[config.mk]
export PLATFORM = sky130hd
export DESIGN_NAME = mem_arbiter
export DESIGN_NICKNAME = d
export VERILOG_FILES = /design/src/rtl/mem_arbiter.sv
export SDC_FILE = /design/constraint.sdc
export NUM_CORES = 1
export LEC_CHECK = 0
export ABC_AREA = 1
export ABC_CLOCK_PERIOD_IN_PS = 1900
export CORE_UTILIZATION = 42
export CTS_BUF_LIST = sky130_fd_sc_hd__clkbuf_4
export DETAILED_ROUTE_END_ITERATION = 10
export PLACE_DENSITY = 0.93
export SYNTH_ARGS = -nofsm -noshare
export SYNTH_HDL_FRONTEND = slang
export SYNTH_SLANG_ARGS = --single-unit
[constraint.sdc]
create_clock -name clk -period 1.9 [get_ports clk]
set_input_delay 0.38 -clock clk [delete_from_list [all_inputs] [get_ports clk]]
set_output_delay 0.38 -clock clk [all_outputs]
set_load 0.01 [all_outputs]
[src/rtl/mem_arbiter.sv]
// Arbiter and precharge/access/sense sequencer for the tag's shared memory macro.
// Grants one of backscatter read, EPC write or sensor write per 4-cycle access.
module mem_arbiter #(
    parameter int ADDR_W       = 6,
    parameter int DATA_W       = 16,
    parameter int STARVE_LIMIT = 8
) (
    input  logic              clk,
    input  logic              reset_n,
    input  logic              rd_req,
    input  logic [2:0]        rd_sel,
    input  logic [ADDR_W-1:0] rd_addr,
    output logic              rd_ack,
    output logic              rd_valid,
    output logic [DATA_W-1:0] rd_data,
    input  logic              ew_req,
    input  logic [ADDR_W-1:0] ew_addr,
    input  logic [DATA_W-1:0] ew_data,
    output logic              ew_ack,
    input  logic              sw_req,
    input  logic [2:0]        sw_sel,
    input  logic [ADDR_W-1:0] sw_addr,
    input  logic [DATA_W-1:0] sw_data,
    output logic              sw_ack,
    output logic              err,
    output logic              busy,
    input  logic [DATA_W-1:0] mem_read_in,
    output logic [DATA_W-1:0] mem_data_out,
    output logic [ADDR_W-1:0] mem_address,
    output logic [2:0]        mem_sel,
    output logic              PC_B,
    output logic              WE,
    output logic              SE,
    output logic [1:0]        RorW
);

    typedef enum logic [1:0] {IDLE, PRECH, ACCESS, DONE} state_t;
    typedef enum logic [1:0] {G_RD, G_EW, G_SW} grant_t;

    localparam logic [3:0] STARVE_MAX = 4'(STARVE_LIMIT);

    state_t              state_q, state_d;
    grant_t              grant_q;
    logic                reject_q;
    logic [2:0]          mem_sel_q;
    logic [ADDR_W-1:0]   mem_address_q;
    logic [DATA_W-1:0]   mem_data_out_q;
    logic [DATA_W-1:0]   rd_data_q;
    logic [3:0]          starve_cnt_q;

    grant_t              win;
    logic                any_req;
    logic                win_ok;
    logic [2:0]          win_sel;
    logic [ADDR_W-1:0]   win_addr;
    logic [DATA_W-1:0]   win_data;
    logic                rd_sel_ok;
    logic                sw_sel_ok;

    assign rd_sel_ok = (rd_sel == 3'b001) || (rd_sel == 3'b010) || (rd_sel == 3'b100);
    assign sw_sel_ok = (sw_sel == 3'b010) || (sw_sel == 3'b100);
    assign any_req   = rd_req || ew_req || sw_req;

    // NOTE: every output of this block gets a default first, so no path can infer a latch.
    always_comb begin
        win      = G_RD;
        win_ok   = rd_sel_ok;
        win_sel  = rd_sel;
        win_addr = rd_addr;
        win_data = '0;
        if (sw_req && (starve_cnt_q == STARVE_MAX || !(rd_req || ew_req))) begin
            win      = G_SW;
            win_ok   = sw_sel_ok;
            win_sel  = sw_sel;
            win_addr = sw_addr;
            win_data = sw_data;
        end else if (!rd_req && ew_req) begin
            win      = G_EW;
            win_ok   = 1'b1;
            win_sel  = 3'b001;
            win_addr = ew_addr;
            win_data = ew_data;
        end
    end

    always_comb begin
        state_d = state_q;
        case (state_q)
            IDLE:    if (any_req) state_d = win_ok ? PRECH : DONE;
            PRECH:   state_d = ACCESS;
            ACCESS:  state_d = DONE;
            DONE:    state_d = IDLE;
            default: state_d = IDLE;
        endcase
    end

    // NOTE: sequential state uses non-blocking assignments only, so every register sees pre-edge values.
    always_ff @(posedge clk or negedge reset_n) begin
        if (!reset_n) begin
            state_q        <= IDLE;
            grant_q        <= G_RD;
            reject_q       <= 1'b0;
            mem_sel_q      <= '0;
            mem_address_q  <= '0;
            mem_data_out_q <= '0;
            rd_data_q      <= '0;
            starve_cnt_q   <= '0;
        end else begin
            state_q <= state_d;
            if (state_q == IDLE && any_req) begin
                grant_q  <= win;
                reject_q <= !win_ok;
                // Rejected requests must leave the macro port untouched.
                if (win_ok) begin
                    mem_sel_q     <= win_sel;
                    mem_address_q <= win_addr;
                    if (win != G_RD) mem_data_out_q <= win_data;
                end
            end
            if (state_q == ACCESS && grant_q == G_RD) rd_data_q <= mem_read_in;
            if (!sw_req) begin
                starve_cnt_q <= '0;
            end else if (state_q == IDLE && any_req) begin
                if (win == G_SW)                    starve_cnt_q <= '0;
                else if (starve_cnt_q != STARVE_MAX) starve_cnt_q <= starve_cnt_q + 4'd1;
            end
        end
    end

    logic is_write;
    logic active;
    logic done;

    assign is_write = (grant_q != G_RD);
    assign active   = (state_q == PRECH) || (state_q == ACCESS);
    assign done     = (state_q == DONE);

    assign busy         = (state_q != IDLE);
    assign PC_B         = (state_q != PRECH);
    assign WE           = (state_q == ACCESS) && is_write;
    assign SE           = (state_q == ACCESS) && !is_write;
    assign RorW         = active ? (is_write ? 2'b10 : 2'b01) : 2'b00;
    assign rd_ack       = done && (grant_q == G_RD);
    assign ew_ack       = done && (grant_q == G_EW);
    assign sw_ack       = done && (grant_q == G_SW);
    assign err          = done && reject_q;
    assign rd_valid     = rd_ack && !reject_q;
    assign rd_data      = rd_data_q;
    assign mem_sel      = mem_sel_q;
    assign mem_address  = mem_address_q;
    assign mem_data_out = mem_data_out_q;

endmodule

## After elaboration in Yosys (flattened, before gate mapping)

Index checks and enable logic that the tools add are counted.

| storage, ports and cells | value |
|---|---|
| bits of input ports | 77 |
| bits in latches | 0 |
| ROM bits | 0 |
| output and inout port bits | 52 |
| register bits after elaboration | 50 |
| bits in writable memories | 0 |
| word-level logic and storage cells | 76 |
| memories | 0 |

| cells by class | value |
|---|---|
| magnitude comparators | 0 |
| equality and inequality tests | 17 |
| shifts and indexed selects | 0 |
| reduce and logical (&&, ||, !) cells | 31 |
| divide/modulo/power cells | 0 |
| multiply operators | 0 |
| bitwise gates (word level) | 0 |
| muxes and demuxes | 19 |
| $add $sub $neg | 1 |

Operators with widths:

| kind | count |
|---|---|
| $mux 16 | 2 |
| $mux 4 | 4 |
| $mux 6 | 2 |
| $logic_and 1x1->1 | 11 |
| $mux 2 | 5 |
| $eq 2x2->1 const B | 4 |
| $pmux 2 s4 | 1 |
| $logic_or 1x1->1 | 7 |
| $eq 3x2->1 const B | 2 |
| $eq 3x3->1 const B | 2 |
| $mux 3 | 2 |
| $reduce_bool 2->1 | 3 |
| $logic_not 1->1 | 5 |
| $add 4x1->4 const B | 1 |
| $eq 2x1->1 const B | 2 |
| $eq 4x4->1 const B | 1 |
| $logic_not 2->1 | 2 |
| $ne 2x1->1 const B | 2 |
| $ne 4x4->1 const B | 1 |
| $reduce_and 2->1 | 2 |
| $eq 3x1->1 const B | 1 |
| $mux 1 | 3 |
| $ne 3x1->1 const B | 1 |
| $reduce_and 3->1 | 1 |
| $ne 2x2->1 const B | 1 |

## Depth between registers and ports, before layout

Gate-level depths: netlist of run 1.

| logic depth | value |
|---|---|
| depth in word-level cells | 9 |
| mapped depth | 11 |
| mapped depth without buffers | 11 |

## Worst setup path before layout of run 1

No wires, ideal clock.

| timing | value |
|---|---|
| kind | flip-flop to flip-flop |
| start point | reg starve_cnt_q[0] |
| end point | reg mem_data_out_q[10], in the netlist mem_data_out[10] |
| setup time | 0.116 ns |
| path buffers | 1 |
| cell stages (with the launch flop) | 11 |
| period minus slack after synthesis | 1.594 ns |
| arrival time | 1.477 ns |
| slack | 0.306 ns |
| data required time | 1.784 ns |
| path through | dfrtp_1 -> inv_1 -> ha_1 -> nand3_1 -> nand2_2 -> nand2_4 -> nand2_2 -> nand4_2 -> buf_2 -> nand2_1 -> nand2_1 |

| between the ends | value |
|---|---|
| word-level cells in the longest chain between the ends | 6 |
| elaborated cells between the ends (all ways) | 8 |
| classes of those cells | 1 x eq/ne; 3 x mux; 4 x reduce/logical |

Ends and longest elaborated chain:

| what | RTL line | text |
|---|---|---|
| from (decl) | 49 | `logic [3:0] starve_cnt_q;` |
| from (signal assigned) | 125 | `else if (starve_cnt_q != STARVE_MAX) starve_cnt_q <= starve_cnt_q + 4'd1;` |
| $eq 4x4->1 (*) | 71 | `if (sw_req && (starve_cnt_q == STARVE_MAX \|\| !(rd_req \|\| ew_req))) begin` |
| $logic_or 1x1->1 (*) | 71 |  |
| $logic_and 1x1->1 (*) | 71 |  |
| $mux 2 | 71 |  |
| $reduce_bool 2->1 | 117 | `if (win != G_RD) mem_data_out_q <= win_data;` |
| $reduce_and 3->1 (no line) | -- |  |
| to (signal assigned) | 117 |  |
| to (decl) | 47 | `logic [DATA_W-1:0] mem_data_out_q;` |

Every way passes the cells marked *; elsewhere a longest branch is shown, timed or not.
A chain may end at the register's enable or synchronous reset.

## Final worst setup path of run 1

| timing | value |
|---|---|
| start point | reg state_q[1] |
| end point | out WE |

| between the ends | value |
|---|---|
| word-level cells in the longest chain between the ends | 2 |

Ends and longest elaborated chain:

| what | RTL line | text |
|---|---|---|
| from (decl) | 42 | `state_t state_q, state_d;` |
| from (signal assigned) | 109 | `state_q <= state_d;` |
| $eq 2x2->1 | 140 | `assign WE = (state_q == ACCESS) && is_write;` |
| $logic_and 1x1->1 | 140 |  |
| to (decl) | 32 | `output logic WE,` |

No other way between the ends.

==> results of run 1 <==
==> cell type report <==
type / instances / share of cell area
Timing Repair Buffer: 151 / 0.3435
Tap cell: 75 / 0.02242
Clock buffer: 5 / 0.008969
Sequential cell: 50 / 0.2990
Clock inverter: 3 / 0.003886
Multi-Input combinational cell: 267 / 0.2975
Inverter: 27 / 0.02481
==> worst min-delay path, stage by stage (launching register included) <==
cell,delay (ns)
dfrtp_1,0.37
nand2_1,0.05
nand2_1,0.05
==> cell usage in the layout, fill, tap and decap left out <==
cell type / synthesis / final
nor2_1: 15 / 13
inv_4: 1 / 1
dfrtp_1: 50 / 50
buf_12: 0 / 3
clkbuf_2: 0 / 4
dlygate4sd2_1: 0 / 1
o31ai_1: 1 / 1
nor2_4: 2 / 3
buf_2: 6 / 7
inv_2: 3 / 7
clkinv_2: 0 / 1
nand3_1: 34 / 34
nand2_4: 1 / 1
nor3_2: 0 / 1
clkinvlp_4: 0 / 1
nand2_1: 182 / 182
buf_4: 1 / 19
a21oi_1: 4 / 4
a21oi_4: 1 / 1
a31oi_1: 1 / 1
clkbuf_4: 0 / 5
nand4_2: 1 / 1
nand3_2: 2 / 2
o22ai_1: 2 / 2
nor2_2: 1 / 2
ha_4: 0 / 2
clkdlybuf4s50_1: 0 / 116
nand2_2: 3 / 3
o21ai_0: 8 / 8
a21oi_2: 1 / 1
inv_1: 23 / 19
dlygate4sd3_1: 0 / 1
clkinv_1: 0 / 1
ha_1: 7 / 5
==> per-stage QoR <==
step | util | TNS [ns]
floorplan | - | 0
global placement | 0.6926 | 0
detailed placement | 0.6926 | -0.6803
CTS | 0.7055 | 0
global route | 0.7027 | -0.2266
finish | 0.7027 | 0
==> synthesized netlist by cell type, types with 2 or more instances <==
cell type,count
nand2_1,182
dfrtp_1,50
nand3_1,34
inv_1,23
nor2_1,15
o21ai_0,8
ha_1,7
buf_2,6
a21oi_1,4
clkbuf_1,3
inv_2,3
nand2_2,3
nand3_2,2
nor2_4,2
o22ai_1,2
==> routing by layer <==
| layer | track usage | up-vias |
|---|---|---|
| met4 | 0.07500 | 0 |
| met3 | 0.06854 | 8 |
| met1 | 0.2250 | 1298 |
| li1 | - | 1389 |
| met5 | 0 | - |
| met2 | 0.4513 | 112 |
==> what timing repair did <==
item                                   CTS  global route
buffers inserted                         1             0
setup endpoints to repair               11            11
gates resized for setup                 37            13
pin swaps                                1             1
endpoints found under the hold margin   18             0
hold buffers                             1             0
==> power groups by stage <==
stage	Sequential, W	Clock (W)	Combinational, W
after global routing	0.00186	0.000530	0.00320
after floorplan	0.00200	0	0.00105
after detailed placement	0.00182	0	0.00289
after global placement	0.00180	0	0.00278
after CTS	0.00180	0.000484	0.00291
final	0.00181	0.000471	0.00290
==> cells by family after synthesis <==
logic type / Yosys count / synth area share
AOI/OAI and AO/OA: 18 / 0.04251
adders and majority gates: 7 / 0.03343
buffers and inverters: 38 / 0.06256
DFF: 50 / 0.4776
and+or+nand+nor: 242 / 0.3840
==> sequential cells by signal, summed over array words and instances, names as in the netlist <==
name          count
state_q           2
rd_data          16
grant_q           2
reject_q          1
mem_sel           3
starve_cnt_q      4
mem_data_out     16
mem_address       6
==> worst max-delay path by stage <==
stage	startpoint	to	slack, ns
2_1_floorplan	starve_cnt_q[0]	mem_data_out[10]	0.31
3_3_place_gp	ew_req	mem_data_out[7]	0.02
3_5_place_dp	ew_req	mem_data_out[6]	-0.05
4_1_cts	state_q[0]	ew_ack	0.007
5_1_grt	state_q[0]	WE	-0.09
6_report	state_q[1]	WE	0.009
==> results_dict.tcl, run 1 <==
set metrics [dict create \
    critPathLaunchType "register" \
    drt_first_iter_violations 100 \
    synth_flop_cell "dfrtp_1" \
    syn_inst 355 \
    regArea_mm2 0.001251 \
    whs_ns 0.4888 \
    stdcell_count 578 \
    design_area_mm2 0.004185 \
    cp_top_family "flip-flops" \
    crit_type "register to output port" \
    reg2reg_to "rd_data[3]" \
    power.density_mw_per_mm2 1236 \
    cpPeakStageDelay_ns 0.47 \
    worst_slack_ns 0.009335 \
    fill_cells 480 \
    worstMarginPinSlew_ns 0.5835 \
    ir_drop_mv 0.8802 \
    final_max_slew_viol_count 0 \
    yosysWarnings 0 \
    area_growth_pct 59.74 \
    period_minus_slack_ns 1.891 \
    r2r_slack_ns 0.13 \
    overflow 0 \
    cts_made_buffers 5 \
    core_mm2 0.005956 \
    portBuffers 128 \
    hold_class "register to register" \
    final-hold-violation-count 0 \
    path_cells "ha_1 -> inv_1 -> buf_4 -> nor2_1 -> buf_2" \
    postSynthAreaPerCell_um2 7.380 \
    clk_pin_slew_ns 0.14 \
    min_path_cells 2 \
    worstSkewPairLatency_ns 0.36 \
    drt_wl_total_um 7203 \
    r2r-start "state_q[1]" \
    dr_total_vias 2807 \
    track_usage 0.2296 \
    fmax_mhz 528.9 \
    synthesis.area_mm2 0.002620 \
    power_w 0.005173 \
    grt_pass1_wl_um 11430 \
    start_util 0.4399 \
    ff2ff_path_depth 8 \
    pwr-share-comb 0.560 \
    hpwl_um 5627 \
    finalCritPeriodShare 0.9951 \
    power_frac_seq 0.349 \
    rsz0062_at_grt "true" \
    die_width_um 80.98 \
    final_antenna_net_count 0 \
    end_kind "output port" \
    yosys.area.top_type "dfrtp_1" \
    top_layer "met4" \
    n_antenna_cell 0 \
    synth.area.top_cells "dfrtp_1, nand2_1, nand3_1" \
    status "completed" \
    drcViolationCount 0 \
    wl_met3_um 602 \
    cts_root_buf "clkbuf_4" \
    cts_buffer_depth 2 \
    wl_per_cell_um 12.46 \
    dp_cells 568 \
    max-cap-violations 0 \
    p_sw_w 0.002009 \
    critPathBufInv 3 \
    met1_length_um 2807 \
    vias_per_cell 4.856 \
    ys_seq_area_frac 0.4776 \
    multi_input_area_mm2 0.001245 \
    hold-path-endpoint "rd_data[8]" \
    relSlewSlack 0.6110 \
    grt_pass1_vias 2725 \
    place_ws_ns -0.05396 \
    met2WireLength_um 3702 \
    rows 28 \
    power_frac_clock 0.091 \
    worstPathMaxFanout 4 \
    cts_tree "built" \
    boundaryPins 129 \
    dr.pass1.iters 5 \
    drive_gt1_frac 0.1292 \
    gp_routability_congestion 0.7914 \
    crit_slowest_cell "dfrtp_1" \
    dpl_cell_area_mm2 0.004125 \
    hold_start "rd_data[8]" \
    yosys.area.top_type_share 0.4776 \
    ys_async_sr_fraction 1.000 \
    grt_max_degree 27 \
    synth_cell_type_count 26 \
    nets 586 \
    antenna_found_initial 0 \
    synth_nets 439 \
    cts_htree_levels 2 \
    skew_ns 0.008808 \
    synth_seq_cells 50 \
    required_ns 1.52 \
    synth_edf_count 0 \
    arrival_ns 1.51 \
    p_leak_nw 2.127 \
    internal-power_w 0.003164 \
    fp.dieH_um 80.98 \
    cts.sinks 50 \
    swShare 0.3883 \
    dieArea_mm2 0.006558 \
    path_depth 5 \
    setup_viol 0 \
]
Note: power is estimated with default switching activity, not from simulation.
==> run 2: changes to the inputs <==
--- a/config.mk
+++ b/config.mk
@@ -7,6 +7,7 @@
 export LEC_CHECK = 0
 export ABC_AREA = 1
 export ABC_CLOCK_PERIOD_IN_PS = 1900
+export CORE_MARGIN = 3
 export CORE_UTILIZATION = 42
 export CTS_BUF_LIST = sky130_fd_sc_hd__clkbuf_4
 export DETAILED_ROUTE_END_ITERATION = 10
==> run 2 against run 1 <==
Against the previous run: cell area is 2.9% higher; count of clock-buffer cells in the layout stayed put; clock skew is 0.0042 ns higher; non-clock buffer count is 3 higher; register-to-register slack better by 0.02 ns; setup slack better by 0.022 ns; flip-flop and latch count stayed put; critical endpoint is now RorW[1]; largest power group unchanged.
==> results_dict.tcl, run 2 (synthesis gave the netlist of run 1 again) <==
set metrics [dict create \
    gp_routability_congestion 0.8022 \
    drt_wl_total_um 7482 \
    crit_slowest_cell "dfrtp_1" \
    fill_cells 465 \
    wl_per_cell_um 12.88 \
    end_kind "output port" \
    portBuffers 128 \
    antenna_found_initial 0 \
    final_antenna_net_count 0 \
    grt_max_degree 51 \
    overflow 0 \
    dr.pass1.iters 4 \
    final_max_slew_viol_count 0 \
    crit_type "register to output port" \
    start_util 0.4373 \
    worstMarginPinSlew_ns 0.4429 \
    drt_first_iter_violations 93 \
    dr_total_vias 2788 \
    grt_pass1_wl_um 12380 \
    clk_pin_slew_ns 0.15 \
    worstSkewPairLatency_ns 0.37 \
    final-hold-violation-count 0 \
    grt_use_met2 0.3856 \
    regArea_mm2 0.001251 \
    use_met1 0.2383 \
    power.density_mw_per_mm2 1297 \
    cts_root_buf "clkbuf_4" \
    grt_pass1_vias 2882 \
    core_mm2 0.005991 \
    cts_made_buffers 5 \
    cts_buffer_depth 2 \
    arrival_ns 1.49 \
    max-cap-violations 0 \
    top_usage_layer "met2" \
    boundaryPins 129 \
    n_antenna_cell 0 \
    status "completed" \
    p_leak_nw 2.180 \
    ir_drop_mv 0.8113 \
    place_ws_ns -0.05842 \
    fmax_mhz 535.2 \
    track_usage 0.2098 \
    rows 28 \
    die_width_um 84.98 \
    cts.sinks 50 \
    critPathLaunchType "register" \
    cpPeakStageDelay_ns 0.43 \
    skew_ns 0.01305 \
    drcViolationCount 0 \
    dieArea_mm2 0.007222 \
    worst_slack_ns 0.03143 \
    fp.dieH_um 84.98 \
    drive_gt1_frac 0.1403 \
    hpwl_um 5835 \
    path_cells "buf_4 -> inv_6 -> ha_4 -> inv_2 -> nor2_1 -> buf_2" \
    vias_per_cell 4.799 \
    area_growth_pct 64.37 \
    finalCritPeriodShare 0.9835 \
    whs_ns 0.4910 \
    rsz0062_at_grt "true" \
    layout_common_cells "nand2_1, clkdlybuf4s50_1, dfrtp_1, nand3_1, buf_4" \
    cts_tree "built" \
    period_minus_slack_ns 1.869 \
    tns_ns 0 \
    hold_class "register to register" \
    relSlewSlack 0.7044 \
    cts_htree_levels 2 \
    required_ns 1.52 \
    multi_input_area_mm2 0.001250 \
    worstPathMaxFanout 4 \
    setup_viol 0 \
    nets 589 \
    power_w 0.005585 \
    final_common_cell "nand2_1" \
    grt_util_met3 0.06602 \
]
-- run 2: cell count changes in the layout (fill, tap and decap cells not counted), moves of 2 or more --
cell / previous run / this run
buf_6: 0 / 3
buf_2: 7 / 5
bufinv_16: 0 / 2
inv_2: 7 / 5
inv_4: 1 / 3
-- run 2: layout make-up --
type / instances / area share
multi-input cells: 267 / 0.2902
well taps: 75 / 0.02179
clock buffers: 5 / 0.008716
inverters: 27 / 0.02644
repair buffers: 154 / 0.3463
clock inverters: 3 / 0.01598
flip-flops and latches: 50 / 0.2905
-- run 2: per-stage QoR --
stage	instance area (um^2)	utilization	std cells
global placement	4130	0.6894	567
finish	4307	0.7189	581
floorplan	2620	-	355
global route	4307	0.7189	581
CTS	4274	0.7135	580
detailed placement	4130	0.6894	567
-- run 2: repair_timing --
| action | in CTS | in global routing |
|---|---|---|
| pin swaps | 1 | 3 |
| setup buffers | 4 | 1 |
| endpoints found under the setup margin | 11 | 26 |
| gates resized for setup | 36 | 21 |
| hold endpoints to repair | 50 | 0 |
| hold buffers | 1 | 0 |
-- run 2: worst max-delay path: cells and delay by family (launching register included) --
family | cells | cell delay (ns)
buffers and inverters | 4 | 0.45
flip-flops | 1 | 0.43
adder cells (fa/ha/maj) | 1 | 0.20
AND/OR/NAND/NOR | 1 | 0.05
-- run 2: metal layers --
layer  part of all wire  routed length [um]  vias up
li1                   -                   -     1396
met4             0.0078                  58        0
met5                  0                   0        -
met2               0.51                3818      115
met3              0.079                 593        7
met1               0.40                3012     1270
-- run 2: worst paths after layout --
kind	cells after the start	from	slack [ns]	to
min reg2reg	2	rd_data[3]	0.49	rd_data[3]
max	6	state_q[0]	0.03	RorW[1]
min in group asynchronous	3	reset_n	0.51	rd_data[10]
max reg2reg	9	state_q[1]	0.15	rd_data[15]
max in group asynchronous	3	reset_n	1.15	mem_data_out[4]
min	2	rd_data[3]	0.49	rd_data[3]
-- run 2: power by group --
part           switching [W]  internal (W)
registers           0.000276       0.00154
clock network       0.000341      0.000412
logic                0.00146       0.00155
total                0.00208       0.00350
